==> config.mk <==
export PLATFORM = sky130hd
export DESIGN_NAME = accumulator_control_unit_flat
export DESIGN_NICKNAME = d
export VERILOG_FILES = /design/src/rtl/accumulator_control_unit_if.sv /design/src/rtl/accumulator_control_unit.sv /design/src/flat_wrapper.sv
export SDC_FILE = /design/constraint.sdc
export NUM_CORES = 1
export LEC_CHECK = 0
export ABC_AREA = 0
export CORE_MARGIN = 4
export CORE_UTILIZATION = 41
export DETAILED_ROUTE_END_ITERATION = 10
export DONT_BUFFER_PORTS = 1
export PLACE_DENSITY = 0.58
export SETUP_SLACK_MARGIN = 0.1
export SYNTH_ARGS = -nofsm -noshare
export SYNTH_HDL_FRONTEND = slang
export SYNTH_SLANG_ARGS = --single-unit
==> constraint.sdc <==
create_clock -name clk -period 3.6 [get_ports clk]
set_input_delay 0.72 -clock clk [delete_from_list [all_inputs] [get_ports clk]]
set_output_delay 0.72 -clock clk [all_outputs]
set_load 0.02 [all_outputs]
==> src/rtl/accumulator_control_unit_if.sv <==
`default_nettype none
// ============================================================================
// Module      : accumulator_control_unit_if
// Description : Bus bundle between the accumulator control unit (master) and
//               the surrounding datapath/memory (slave). Carries the unified
//               program/data memory port, the ALU operand/operation/result
//               signals, the registered flags and the status pulses.
//               Ports (master view):
//                 out: mem_addr, mem_rd, mem_wr, mem_wdata, acc, alu_src,
//                      alu_op, update_flags, instr_done, illegal_op, halted
//                 in : mem_rdata, temp_result, zero_flag, sign_flag,
//                      carry_flag
// Revision    : 1.0 - initial release
// ============================================================================
interface accumulator_control_unit_if #(
  parameter int DATA_WIDTH  = 8,
  parameter int ADDR_WIDTH  = 8,
  parameter int ALU_OP_BITS = 4
);
  logic [ADDR_WIDTH-1:0]  mem_addr;
  logic                   mem_rd;
  logic                   mem_wr;
  logic [DATA_WIDTH-1:0]  mem_wdata;
  logic [DATA_WIDTH-1:0]  mem_rdata;
  logic [DATA_WIDTH-1:0]  acc;
  logic [DATA_WIDTH-1:0]  alu_src;
  logic [ALU_OP_BITS-1:0] alu_op;
  logic                   update_flags;
  logic [DATA_WIDTH:0]    temp_result;
  logic                   zero_flag;
  logic                   sign_flag;
  logic                   carry_flag;
  logic                   instr_done;
  logic                   illegal_op;
  logic                   halted;

  modport master (
    output mem_addr, mem_rd, mem_wr, mem_wdata, acc, alu_src, alu_op,
           update_flags, instr_done, illegal_op, halted,
    input  mem_rdata, temp_result, zero_flag, sign_flag, carry_flag
  );

  modport slave (
    input  mem_addr, mem_rd, mem_wr, mem_wdata, acc, alu_src, alu_op,
           update_flags, instr_done, illegal_op, halted,
    output mem_rdata, temp_result, zero_flag, sign_flag, carry_flag
  );
endinterface
`default_nettype wire

==> src/rtl/accumulator_control_unit.sv <==
`default_nettype none
// ============================================================================
// Module      : accumulator_control_unit
// Description : Fetch/decode/execute sequencer for an 8-bit accumulator
//               machine. Owns PC, instruction register, operand register and
//               accumulator; drives the ALU operation and writes the ALU
//               result back into the accumulator. A single memory holds both
//               program and data (registered read: data valid the cycle after
//               mem_rd).
//               Ports:
//                 clk, reset (async, active-high)
//                 bus : accumulator_control_unit_if.master
//                 step_mode, step_go : only with CU_SINGLE_STEP_EN defined
//               Optional feature macro: CU_SINGLE_STEP_EN (single-step WAIT
//               state between instructions).
// Revision    : 1.0 - initial release
// ============================================================================
module accumulator_control_unit #(
  parameter int DATA_WIDTH  = 8,
  parameter int ADDR_WIDTH  = 8,
  parameter int ALU_OP_BITS = 4
) (
  input  wire logic clk,
  input  wire logic reset,
`ifdef CU_SINGLE_STEP_EN
  input  wire logic step_mode,
  input  wire logic step_go,
`endif
  accumulator_control_unit_if.master bus
);

  // --------------------------------------------------------------------------
  // State encoding
  // --------------------------------------------------------------------------
  localparam logic [2:0] ST_FETCH   = 3'd0;
  localparam logic [2:0] ST_DECODE  = 3'd1;
  localparam logic [2:0] ST_OPERAND = 3'd2;
  localparam logic [2:0] ST_MEMRD   = 3'd3;
  localparam logic [2:0] ST_EXEC    = 3'd4;
  localparam logic [2:0] ST_HALT    = 3'd5;
`ifdef CU_SINGLE_STEP_EN
  localparam logic [2:0] ST_WAIT    = 3'd6;
`endif

  // Instruction classes produced by the opcode decoder
  localparam logic [2:0] CL_UNARY = 3'd0;  // one-byte ALU op
  localparam logic [2:0] CL_IMM   = 3'd1;  // ALU op with immediate byte
  localparam logic [2:0] CL_MEM   = 3'd2;  // ALU op with memory operand
  localparam logic [2:0] CL_ST    = 3'd3;
  localparam logic [2:0] CL_JMP   = 3'd4;
  localparam logic [2:0] CL_NOP   = 3'd5;
  localparam logic [2:0] CL_HLT   = 3'd6;
  localparam logic [2:0] CL_ILL   = 3'd7;

  // --------------------------------------------------------------------------
  // Opcode classification. Opcodes live in the low byte of a memory word.
  // --------------------------------------------------------------------------
  function automatic logic [2:0] classify(input logic [7:0] op);
    logic [3:0] hi;
    logic [3:0] lo;
    logic       lo_unary;
    hi       = op[7:4];
    lo       = op[3:0];
    // INC, DEC, RL, RR and NOT take no operand byte
    lo_unary = (lo >= 4'h3 && lo <= 4'h6) || (lo == 4'hA);
    classify = CL_ILL;
    if (hi == 4'h0 && lo <= 4'hA) begin
      classify = lo_unary ? CL_UNARY : CL_IMM;
    end else if (hi == 4'h1 && lo <= 4'h9 && !(lo >= 4'h3 && lo <= 4'h6)) begin
      classify = CL_MEM;
    end else if (op == 8'h20) begin
      classify = CL_ST;
    end else if (hi == 4'h3 && lo <= 4'h5) begin
      classify = CL_JMP;
    end else if (op == 8'h40) begin
      classify = CL_NOP;
    end else if (op == 8'hFF) begin
      classify = CL_HLT;
    end
  endfunction

  // Jump condition selected by the low bits of the jump opcode
  function automatic logic jump_taken(input logic [2:0] cc,
                                      input logic z, input logic s,
                                      input logic c);
    case (cc)
      3'd0:    jump_taken = 1'b1;  // JMP
      3'd1:    jump_taken = z;     // JZ
      3'd2:    jump_taken = ~z;    // JNZ
      3'd3:    jump_taken = c;     // JC
      3'd4:    jump_taken = ~c;    // JNC
      3'd5:    jump_taken = s;     // JN
      default: jump_taken = 1'b0;
    endcase
  endfunction

  // --------------------------------------------------------------------------
  // Registers
  // --------------------------------------------------------------------------
  logic [2:0]            state_q, state_d;
  logic [ADDR_WIDTH-1:0] pc_q,    pc_d;
  logic [DATA_WIDTH-1:0] ir_q,    ir_d;
  logic [DATA_WIDTH-1:0] opr_q,   opr_d;
  logic [DATA_WIDTH-1:0] acc_q,   acc_d;
`ifdef CU_SINGLE_STEP_EN
  // Marks the first cycle after reset so step mode can park in WAIT
  logic                  boot_q,  boot_d;
`endif

  // Combinational strobes before reset gating
  logic [ADDR_WIDTH-1:0]  mem_addr_c;
  logic                   mem_rd_c;
  logic                   mem_wr_c;
  logic [ALU_OP_BITS-1:0] alu_op_c;
  logic                   update_flags_c;
  logic                   instr_done_c;
  logic                   illegal_op_c;
  logic [2:0]             decode_cls;
  logic [2:0]             ir_cls;
  logic [2:0]             after_done;

  assign decode_cls = classify(bus.mem_rdata[7:0]);
  assign ir_cls     = classify(ir_q[7:0]);

`ifdef CU_SINGLE_STEP_EN
  assign after_done = step_mode ? ST_WAIT : ST_FETCH;
`else
  assign after_done = ST_FETCH;
`endif

  // --------------------------------------------------------------------------
  // Next-state / output logic
  // --------------------------------------------------------------------------
  always_comb begin
    state_d        = state_q;
    pc_d           = pc_q;
    ir_d           = ir_q;
    opr_d          = opr_q;
    acc_d          = acc_q;
    mem_addr_c     = pc_q;
    mem_rd_c       = 1'b0;
    mem_wr_c       = 1'b0;
    alu_op_c       = '0;
    update_flags_c = 1'b0;
    instr_done_c   = 1'b0;
    illegal_op_c   = 1'b0;
`ifdef CU_SINGLE_STEP_EN
    boot_d         = 1'b0;
`endif

    case (state_q)
      ST_FETCH: begin
`ifdef CU_SINGLE_STEP_EN
        if (boot_q && step_mode) begin
          state_d = ST_WAIT;
        end else begin
          mem_rd_c = 1'b1;
          pc_d     = pc_q + 1'b1;
          state_d  = ST_DECODE;
        end
`else
        mem_rd_c = 1'b1;
        pc_d     = pc_q + 1'b1;
        state_d  = ST_DECODE;
`endif
      end

      ST_DECODE: begin
        // The opcode is decoded straight off the read bus; ir only holds it
        // for the later states.
        ir_d = bus.mem_rdata;
        case (decode_cls)
          CL_UNARY: state_d = ST_EXEC;
          CL_IMM, CL_MEM, CL_ST, CL_JMP: begin
            mem_rd_c = 1'b1;
            pc_d     = pc_q + 1'b1;
            state_d  = ST_OPERAND;
          end
          CL_NOP: begin
            instr_done_c = 1'b1;
            state_d      = after_done;
          end
          CL_HLT: state_d = ST_HALT;
          default: begin
            illegal_op_c = 1'b1;
            instr_done_c = 1'b1;
            state_d      = after_done;
          end
        endcase
      end

      ST_OPERAND: begin
        opr_d = bus.mem_rdata;
        case (ir_cls)
          CL_IMM: state_d = ST_EXEC;
          CL_MEM: begin
            mem_addr_c = bus.mem_rdata[ADDR_WIDTH-1:0];
            mem_rd_c   = 1'b1;
            state_d    = ST_MEMRD;
          end
          CL_ST: begin
            mem_addr_c   = bus.mem_rdata[ADDR_WIDTH-1:0];
            mem_wr_c     = 1'b1;
            instr_done_c = 1'b1;
            state_d      = after_done;
          end
          CL_JMP: begin
            if (jump_taken(ir_q[2:0], bus.zero_flag, bus.sign_flag,
                           bus.carry_flag)) begin
              pc_d = bus.mem_rdata[ADDR_WIDTH-1:0];
            end
            instr_done_c = 1'b1;
            state_d      = after_done;
          end
          default: state_d = ST_FETCH;
        endcase
      end

      ST_MEMRD: begin
        opr_d   = bus.mem_rdata;
        state_d = ST_EXEC;
      end

      ST_EXEC: begin
        alu_op_c       = ALU_OP_BITS'(ir_q[3:0]);
        update_flags_c = 1'b1;
        acc_d          = bus.temp_result[DATA_WIDTH-1:0];
        instr_done_c   = 1'b1;
        state_d        = after_done;
      end

      ST_HALT: begin
        state_d = ST_HALT;
      end

`ifdef CU_SINGLE_STEP_EN
      ST_WAIT: begin
        if (step_go) begin
          state_d = ST_FETCH;
        end
      end
`endif

      default: state_d = ST_FETCH;
    endcase
  end

  // --------------------------------------------------------------------------
  // Sequential state
  // --------------------------------------------------------------------------
  always_ff @(posedge clk or posedge reset) begin
    if (reset) begin
      state_q <= ST_FETCH;
      pc_q    <= '0;
      ir_q    <= '0;
      opr_q   <= '0;
      acc_q   <= '0;
    end else begin
      state_q <= state_d;
      pc_q    <= pc_d;
      ir_q    <= ir_d;
      opr_q   <= opr_d;
      acc_q   <= acc_d;
    end
  end

`ifdef CU_SINGLE_STEP_EN
  always_ff @(posedge clk or posedge reset) begin
    if (reset) begin
      boot_q <= 1'b1;
    end else begin
      boot_q <= boot_d;
    end
  end
`endif

  // --------------------------------------------------------------------------
  // Outputs. Strobes are masked while reset is asserted so an instruction
  // interrupted mid-flight (e.g. a store in OPERAND) can never write.
  // --------------------------------------------------------------------------
  assign bus.mem_addr     = reset ? '0 : mem_addr_c;
  assign bus.mem_rd       = mem_rd_c       & ~reset;
  assign bus.mem_wr       = mem_wr_c       & ~reset;
  assign bus.mem_wdata    = acc_q;
  assign bus.acc          = acc_q;
  assign bus.alu_src      = opr_q;
  assign bus.alu_op       = reset ? '0 : alu_op_c;
  assign bus.update_flags = update_flags_c & ~reset;
  assign bus.instr_done   = instr_done_c   & ~reset;
  assign bus.illegal_op   = illegal_op_c   & ~reset;
  assign bus.halted       = (state_q == ST_HALT);

  // The carry bit of the ALU result is consumed by the external flag register
  logic unused_carry;
  assign unused_carry = bus.temp_result[DATA_WIDTH];

endmodule
`default_nettype wire

==> src/flat_wrapper.sv <==
// flat-port wrapper written by rule: the top's interface ports become plain ports
module accumulator_control_unit_flat 
#(
  parameter int DATA_WIDTH  = 8,
  parameter int ADDR_WIDTH  = 8,
  parameter int ALU_OP_BITS = 4
)
  (clk, reset, bus_mem_addr, bus_mem_rd, bus_mem_wr, bus_mem_wdata, bus_acc, bus_alu_src, bus_alu_op, bus_update_flags, bus_instr_done, bus_illegal_op, bus_halted, bus_mem_rdata, bus_temp_result, bus_zero_flag, bus_sign_flag, bus_carry_flag);
  accumulator_control_unit_if #(.DATA_WIDTH(DATA_WIDTH), .ADDR_WIDTH(ADDR_WIDTH), .ALU_OP_BITS(ALU_OP_BITS)) bus_i ();
  input  wire logic clk;
  input  wire logic reset;
  output wire logic [$bits(bus_i.mem_addr)-1:0] bus_mem_addr;
  output wire logic [$bits(bus_i.mem_rd)-1:0] bus_mem_rd;
  output wire logic [$bits(bus_i.mem_wr)-1:0] bus_mem_wr;
  output wire logic [$bits(bus_i.mem_wdata)-1:0] bus_mem_wdata;
  output wire logic [$bits(bus_i.acc)-1:0] bus_acc;
  output wire logic [$bits(bus_i.alu_src)-1:0] bus_alu_src;
  output wire logic [$bits(bus_i.alu_op)-1:0] bus_alu_op;
  output wire logic [$bits(bus_i.update_flags)-1:0] bus_update_flags;
  output wire logic [$bits(bus_i.instr_done)-1:0] bus_instr_done;
  output wire logic [$bits(bus_i.illegal_op)-1:0] bus_illegal_op;
  output wire logic [$bits(bus_i.halted)-1:0] bus_halted;
  input wire logic [$bits(bus_i.mem_rdata)-1:0] bus_mem_rdata;
  input wire logic [$bits(bus_i.temp_result)-1:0] bus_temp_result;
  input wire logic [$bits(bus_i.zero_flag)-1:0] bus_zero_flag;
  input wire logic [$bits(bus_i.sign_flag)-1:0] bus_sign_flag;
  input wire logic [$bits(bus_i.carry_flag)-1:0] bus_carry_flag;
  assign bus_mem_addr = bus_i.mem_addr;
  assign bus_mem_rd = bus_i.mem_rd;
  assign bus_mem_wr = bus_i.mem_wr;
  assign bus_mem_wdata = bus_i.mem_wdata;
  assign bus_acc = bus_i.acc;
  assign bus_alu_src = bus_i.alu_src;
  assign bus_alu_op = bus_i.alu_op;
  assign bus_update_flags = bus_i.update_flags;
  assign bus_instr_done = bus_i.instr_done;
  assign bus_illegal_op = bus_i.illegal_op;
  assign bus_halted = bus_i.halted;
  assign bus_i.mem_rdata = bus_mem_rdata;
  assign bus_i.temp_result = bus_temp_result;
  assign bus_i.zero_flag = bus_zero_flag;
  assign bus_i.sign_flag = bus_sign_flag;
  assign bus_i.carry_flag = bus_carry_flag;
  accumulator_control_unit #(.DATA_WIDTH(DATA_WIDTH), .ADDR_WIDTH(ADDR_WIDTH), .ALU_OP_BITS(ALU_OP_BITS)) u_core (.clk(clk), .reset(reset), .bus(bus_i));
endmodule
Yosys cells after proc, flatten, opt, wreduce, memory -nomap -nowiden
Cells that the tools add are included.
{ "word_totals": {"word_cells": 126, "ff_bits": 35, "output_inout_bits": 42} }
{ "classes": {"muxes": 40, "reduce_logical": 27, "order_cmp": 10, "bitwise": 8, "n_eq_ne": 35, "add_sub_neg": 1} }
{ "ops": {"columns": ["op", "n"], "rows": [
  ["$mux W8", 6],
  ["$mux W3", 10],
  ["$eq A3 B2 Y1 const B", 8],
  ["$eq A3 B3 Y1 const B", 8],
  ["$pmux W8 S3", 1],
  ["$eq A8 B6 Y1 const B", 2],
  ["$eq A8 B7 Y1 const B", 2],
  ["$eq A8 B8 Y1 const B", 2],
  ["$le A4 B3 Y1 const B", 4],
  ["$le A4 B4 Y1 const B", 4],
  ["$mux W1", 15],
  ["$pmux W3 S5", 1],
  ["$eq A3 B1 Y1 const B", 4],
  ["$logic_and A1 B1 Y1", 10],
  ["$logic_not A3 Y1", 3],
  ["$pmux W3 S3", 1],
  ["$add A8 B1 Y8 const B", 1],
  ["$eq A4 B1 Y1 const B", 2],
  ["$eq A4 B2 Y1 const B", 2],
  ["$eq A4 B4 Y1 const B", 2],
  ["$ge A4 B2 Y1 const B", 2],
  ["$logic_not A4 Y1", 2],
  ["$mux W4", 2],
  ["$reduce_or A7 Y1", 1],
  ["13 further kinds", 26]
]} }

Depth between registers and ports, before layout
{ "logic_depth": {"depth_word": 13, "depth_mapped": 9, "mapped_depth_nobuf": 6} }

Worst setup path after synthesis
No wires, ideal clock.
{ "synth_timing": {"path_type": "input to output", "start": "input port bus_mem_rdata[2]", "end": "output port bus_illegal_op", "path_slack_ps": 240, "required_ps": 2880, "path_stages": 6, "arrival_ps": 2640, "path_buffers": 1, "cell_sequence": "buf_2 nand3_1 nand2_2 a221o_1 or4_1 nor4_1"} }
{ "synth_between": {"elab_chain_cells": 12, "word_cells_on_any_way": 34, "classes_between": "order compare: 5; eq/ne: 10; mux: 9; bitwise: 1; reduce/logical: 9"} }
{ "synth_lines": {"columns": ["element", "line", "rtl"], "rows": [
  ["start, declared", "flat_wrapper.sv:23", "input wire logic [$bits(bus_i.mem_rdata)-1:0] bus_mem_rdata;"],
  ["$eq A8 B8 Y1", "accumulator_control_unit.sv:77", "end else if (op == 8'hFF) begin"],
  ["$mux W1", "accumulator_control_unit.sv:77", null],
  ["$mux W3", "accumulator_control_unit.sv:75", "end else if (op == 8'h40) begin"],
  ["$mux W3", "accumulator_control_unit.sv:73", "end else if (hi == 4'h3 && lo <= 4'h5) begin"],
  ["$mux W3", "accumulator_control_unit.sv:71", "end else if (op == 8'h20) begin"],
  ["$mux W3", "accumulator_control_unit.sv:69", "end else if (hi == 4'h1 && lo <= 4'h9 && !(lo >= 4'h3 && lo <= 4'h6)) begin"],
  ["$mux W3 (*)", "accumulator_control_unit.sv:67", "if (hi == 4'h0 && lo <= 4'hA) begin"],
  ["$eq A3 B3 Y1 (tied with other cells)", "accumulator_control_unit.sv:172", "case (decode_cls)"],
  ["$reduce_or A7 Y1 (no source line) (*)", null, null],
  ["$mux W1 (*)", "accumulator_control_unit.sv:172", null],
  ["$mux W1 (*)", "accumulator_control_unit.sv:151", "case (state_q)"],
  ["$and A1 B1 Y1 (*)", "accumulator_control_unit.sv:290", "assign bus.illegal_op = illegal_op_c & ~reset;"],
  ["end, declared", "flat_wrapper.sv:21", "output wire logic [$bits(bus_i.illegal_op)-1:0] bus_illegal_op;"]
]} }
Every way passes the cells marked *; elsewhere a longest branch is shown, timed or not.

Worst setup path after layout
{ "layout_timing": {"start": "register u_core.ir_q[2]", "end": "output port bus_instr_done"} }
{ "layout_between": {"elab_chain_cells": 12, "word_cells_on_any_way": 29, "classes_between": "order compare: 5; eq/ne: 6; mux: 9; bitwise: 1; reduce/logical: 8"} }
{ "layout_lines": {"columns": ["element", "line", "rtl"], "rows": [
  ["start, declared", "accumulator_control_unit.sv:102", "logic [DATA_WIDTH-1:0] ir_q, ir_d;"],
  ["start signal, assigned", "accumulator_control_unit.sv:261", "ir_q <= ir_d;"],
  ["$eq A8 B8 Y1", "accumulator_control_unit.sv:77", null],
  ["$mux W1", "accumulator_control_unit.sv:77", null],
  ["$mux W3", "accumulator_control_unit.sv:75", null],
  ["$mux W3", "accumulator_control_unit.sv:73", null],
  ["$mux W3", "accumulator_control_unit.sv:71", null],
  ["$mux W3", "accumulator_control_unit.sv:69", null],
  ["$mux W3 (*)", "accumulator_control_unit.sv:67", null],
  ["$eq A3 B2 Y1 / $eq A3 B3 Y1 (equally long branches)", "accumulator_control_unit.sv:194", "case (ir_cls)"],
  ["$reduce_or A2 Y1 (no source line) (*)", null, null],
  ["$mux W1 (*)", "accumulator_control_unit.sv:194", null],
  ["$pmux W1 S3 (*)", "accumulator_control_unit.sv:151", null],
  ["$and A1 B1 Y1 (*)", "accumulator_control_unit.sv:289", "assign bus.instr_done = instr_done_c & ~reset;"],
  ["end, declared", "flat_wrapper.sv:20", "output wire logic [$bits(bus_i.instr_done)-1:0] bus_instr_done;"]
]} }
Marks and branches as above.

==> qor.yml <==
p_per_area_nw_per_um2: 883
synthCells: 282
drc_errors: 0
cp_cell_sequence: "or4_1 -> o22ai_1 -> nand2_1 -> a21oi_1 -> buf_4 -> nand4_1 -> a21oi_1 -> buf_4"
async_flop_share_pct: 100
syn2layout_area_growth_pct: 6.98
cp.arrival_ns: 2.64
wl_per_cell_um: 16.7
synth_area_um2: 2370
cp_top_family: "simple AND/OR/NAND/NOR gates"
layoutNonFillerInstCount: 347
slowest_delay_ns: 0.58
overflow: 0
drive_gt1_share_pct: 17.8
relSlewSlack_pct: 45.3
die_h_um: 84.0
rrSetupSlack_ns: 1.48
worst_ir_drop_vdd_v: 0.000363
drtIter0Drc: 121
cts_root_buf: "clkbuf_8"
endpoint_kind: "primary output"
cp.depth: 8
h-tree-depth: 2
io_buffers: 0
post-route-min-period_ns: 3.36
grt_usage_pct: 16.9
status: "completed"
yosys.area_share.xor_xnor_pct: 0.370
cts_tree: "done"
vias: 2004
rows: 27
cp-start-kind: "flip-flop"
cts_resized: 0
synth_top_family_by_area: "simple AND/OR/NAND/NOR gates"
grt_antenna_before_repair: 0
synth-compound-area-share_pct: 16.9
synth.distinct_cells: 50
reg2reg_depth: 6
ys.warnings.count: 0
critPathKind: "reg -> out"
yosysSeqAreaShare_pct: 37.0
slowest_stage: "or4_1"
routed_wl_um: 5810
synth-seq-cells: 35
drv_cap: 0
period_share_pct: 93.3
finalSetupViolCount: 0
synthSimpleGateAreaFrac_pct: 24.6
critPathBufInv: 2
grt_setup_unrepaired: "false"
hold_viol: 0
final_max_slew_viol_count: 0
synth_nets: 305
num-nets-final: 297
crit_required_ns: 2.88
start_util_pct: 42.7
gp_congestion: 0.813
path_clk_slew_ns: 0.08
synth_edf_count: 0
viasPerCell: 5.78
grt_pass1_vias: 1895
cts_made_buffers: 5
insertion_delay_ns: 0.30
drt-pass1-iter-count: 4
ant_nets: 0
fp.dieW_um: 84.0
clockBufferDepth: 2
cp_max_fo: 10
clock_sinks: 35
io_pins: 64
hold_buffers: 0
die_area_um2: 7050
dpl.hpwl_um: 4000
p_leak_uw: 0.00106
dpl.cell_count: 339
clock.fmax_mhz: 298
tightestPinTransition_ns: 0.815
synth_flop_cell: "dfrtp_1"
hold_class: "in -> async"
r2r_end: "u_core.pc_q[6]$_DFFE_PP0P_"
grt_max_degree: 36
grt_pass1_wl_um: 9500
clock_skew_ns: 0.00702
muxShareOfSynthArea_pct: 11.8
antennaDiodeCount: 0
synth_fa_ha_area_share_pct: 0.529
timing.rr.start: "u_core.ir_q[6]$_DFFE_PP0P_"
final_util_pct: 45.7
coreArea_um2: 5540
synth.avg_cell_area_um2: 8.39
postCtsSetupRepairBufs: 0
timing.setup.tns_ns: 0
## metal layers
layer  routed length, um  global-route usage, %  up-vias
met3                 392                   5.63        4
met2                2620                   25.5       61
met5                   0                      0        -
met4                  63                   5.85        0
li1                    -                      -      968
met1                2740                   22.5      971
## power by group
group          internal, uW  switching, uW  leakage [uW]
registers               587            406      0.000413
logic                   369            436      0.000586
clock network           276            162     0.0000644
total                  1230           1000       0.00106
## layout make-up
class / count / area [um^2]
Multi-Input combinational cell: 209 / 1280
Sequential cell: 35 / 876
Clock buffer: 5 / 68.8
Fill cell: 573 / 3010
Inverter: 7 / 26.3
Clock inverter: 3 / 67.6
Timing Repair Buffer: 16 / 120
Tap cell: 72 / 90.1
## synthesized netlist by cell type (all sizes together) (2+ instances only)
master  count  area (um^2)
or4         4         33.8
dfrtp      35          876
o31ai       2         15.0
mux2i      11          110
a22oi       2         20.0
nor4        6         37.5
clkbuf     13         48.8
nand2      48          183
nor3        4         20.0
o21ai      16         80.1
a21o        2         15.0
nor2b       5         31.3
nor4b       2         17.5
nor2       20         77.6
mux2       15          169
nand2b      6         37.5
nand3      12         60.1
or3         2         12.5
buf        18          133
a31oi       6         37.5
a21oi      14         70.1
inv         6         22.5
and2        5         33.8
o22ai       7         43.8
a31o        3         26.3
nand4       3         18.8
## metrics by stage
step / hold WS (ns) / area [um^2] / power (uW) / worst slack, ns
3_5_place_dp: 0.553 / 2390 / 1810 / 0.495
4_1_cts: 0.422 / 2530 / 2250 / 0.259
5_1_grt: 0.444 / 2530 / 2400 / 0.113
2_1_floorplan: 0.499 / 2370 / 1700 / 0.240
6_report: 0.412 / 2530 / 2240 / 0.242
3_3_place_gp: 0.541 / 2390 / 1790 / 0.485
## cells by family (layout without fill, tap and decap cells)
family / after synthesis / after routing
AO/OA/AOI/OAI: 61 / 61
XOR/XNOR: 1 / 1
adder cells (fa/ha/maj): 1 / 1
buffers and inverters: 38 / 31
flip-flops: 35 / 35
multiplexers: 26 / 26
AND/OR/NAND/NOR: 120 / 120
## cell usage in the layout, fill, tap and decap left out, drive strengths merged, types with 7 or more instances in the layout
cell	count
o21ai	16
a21oi	14
nand3	12
nor2	20
mux2i	11
nand2	48
o22ai	7
dfrtp	35
mux2	15
buf	16
## how the worst max path moves through the flow
stage                               start  slack, ns             end
2_1_floorplan            bus_mem_rdata[2]       0.24  bus_illegal_op
3_3_place_gp             bus_mem_rdata[4]       0.48  bus_illegal_op
6_report       u_core.ir_q[2]$_DFFE_PP0P_       0.24  bus_instr_done
4_1_cts        u_core.ir_q[2]$_DFFE_PP0P_       0.26  bus_instr_done
3_5_place_dp             bus_mem_rdata[4]       0.49  bus_illegal_op
5_1_grt        u_core.ir_q[2]$_DFFE_PP0P_       0.11  bus_instr_done
## registers in the layout, summed over array words and instances, names as in the netlist
register	count
u_core.bus.acc	8
u_core.bus.alu_src	8
u_core.ir_q	8
u_core.pc_q	8
u_core.state_q	3
## worst register-to-register path, delay by kind of cell, from the launching register on
kind               cells  cell delay [ns]
DFF                    1             0.43
AOI/OAI and AO/OA      3             0.65
and+or+nand+nor        3             0.92
No activity file was read; power rests on OpenSTA's default activity.
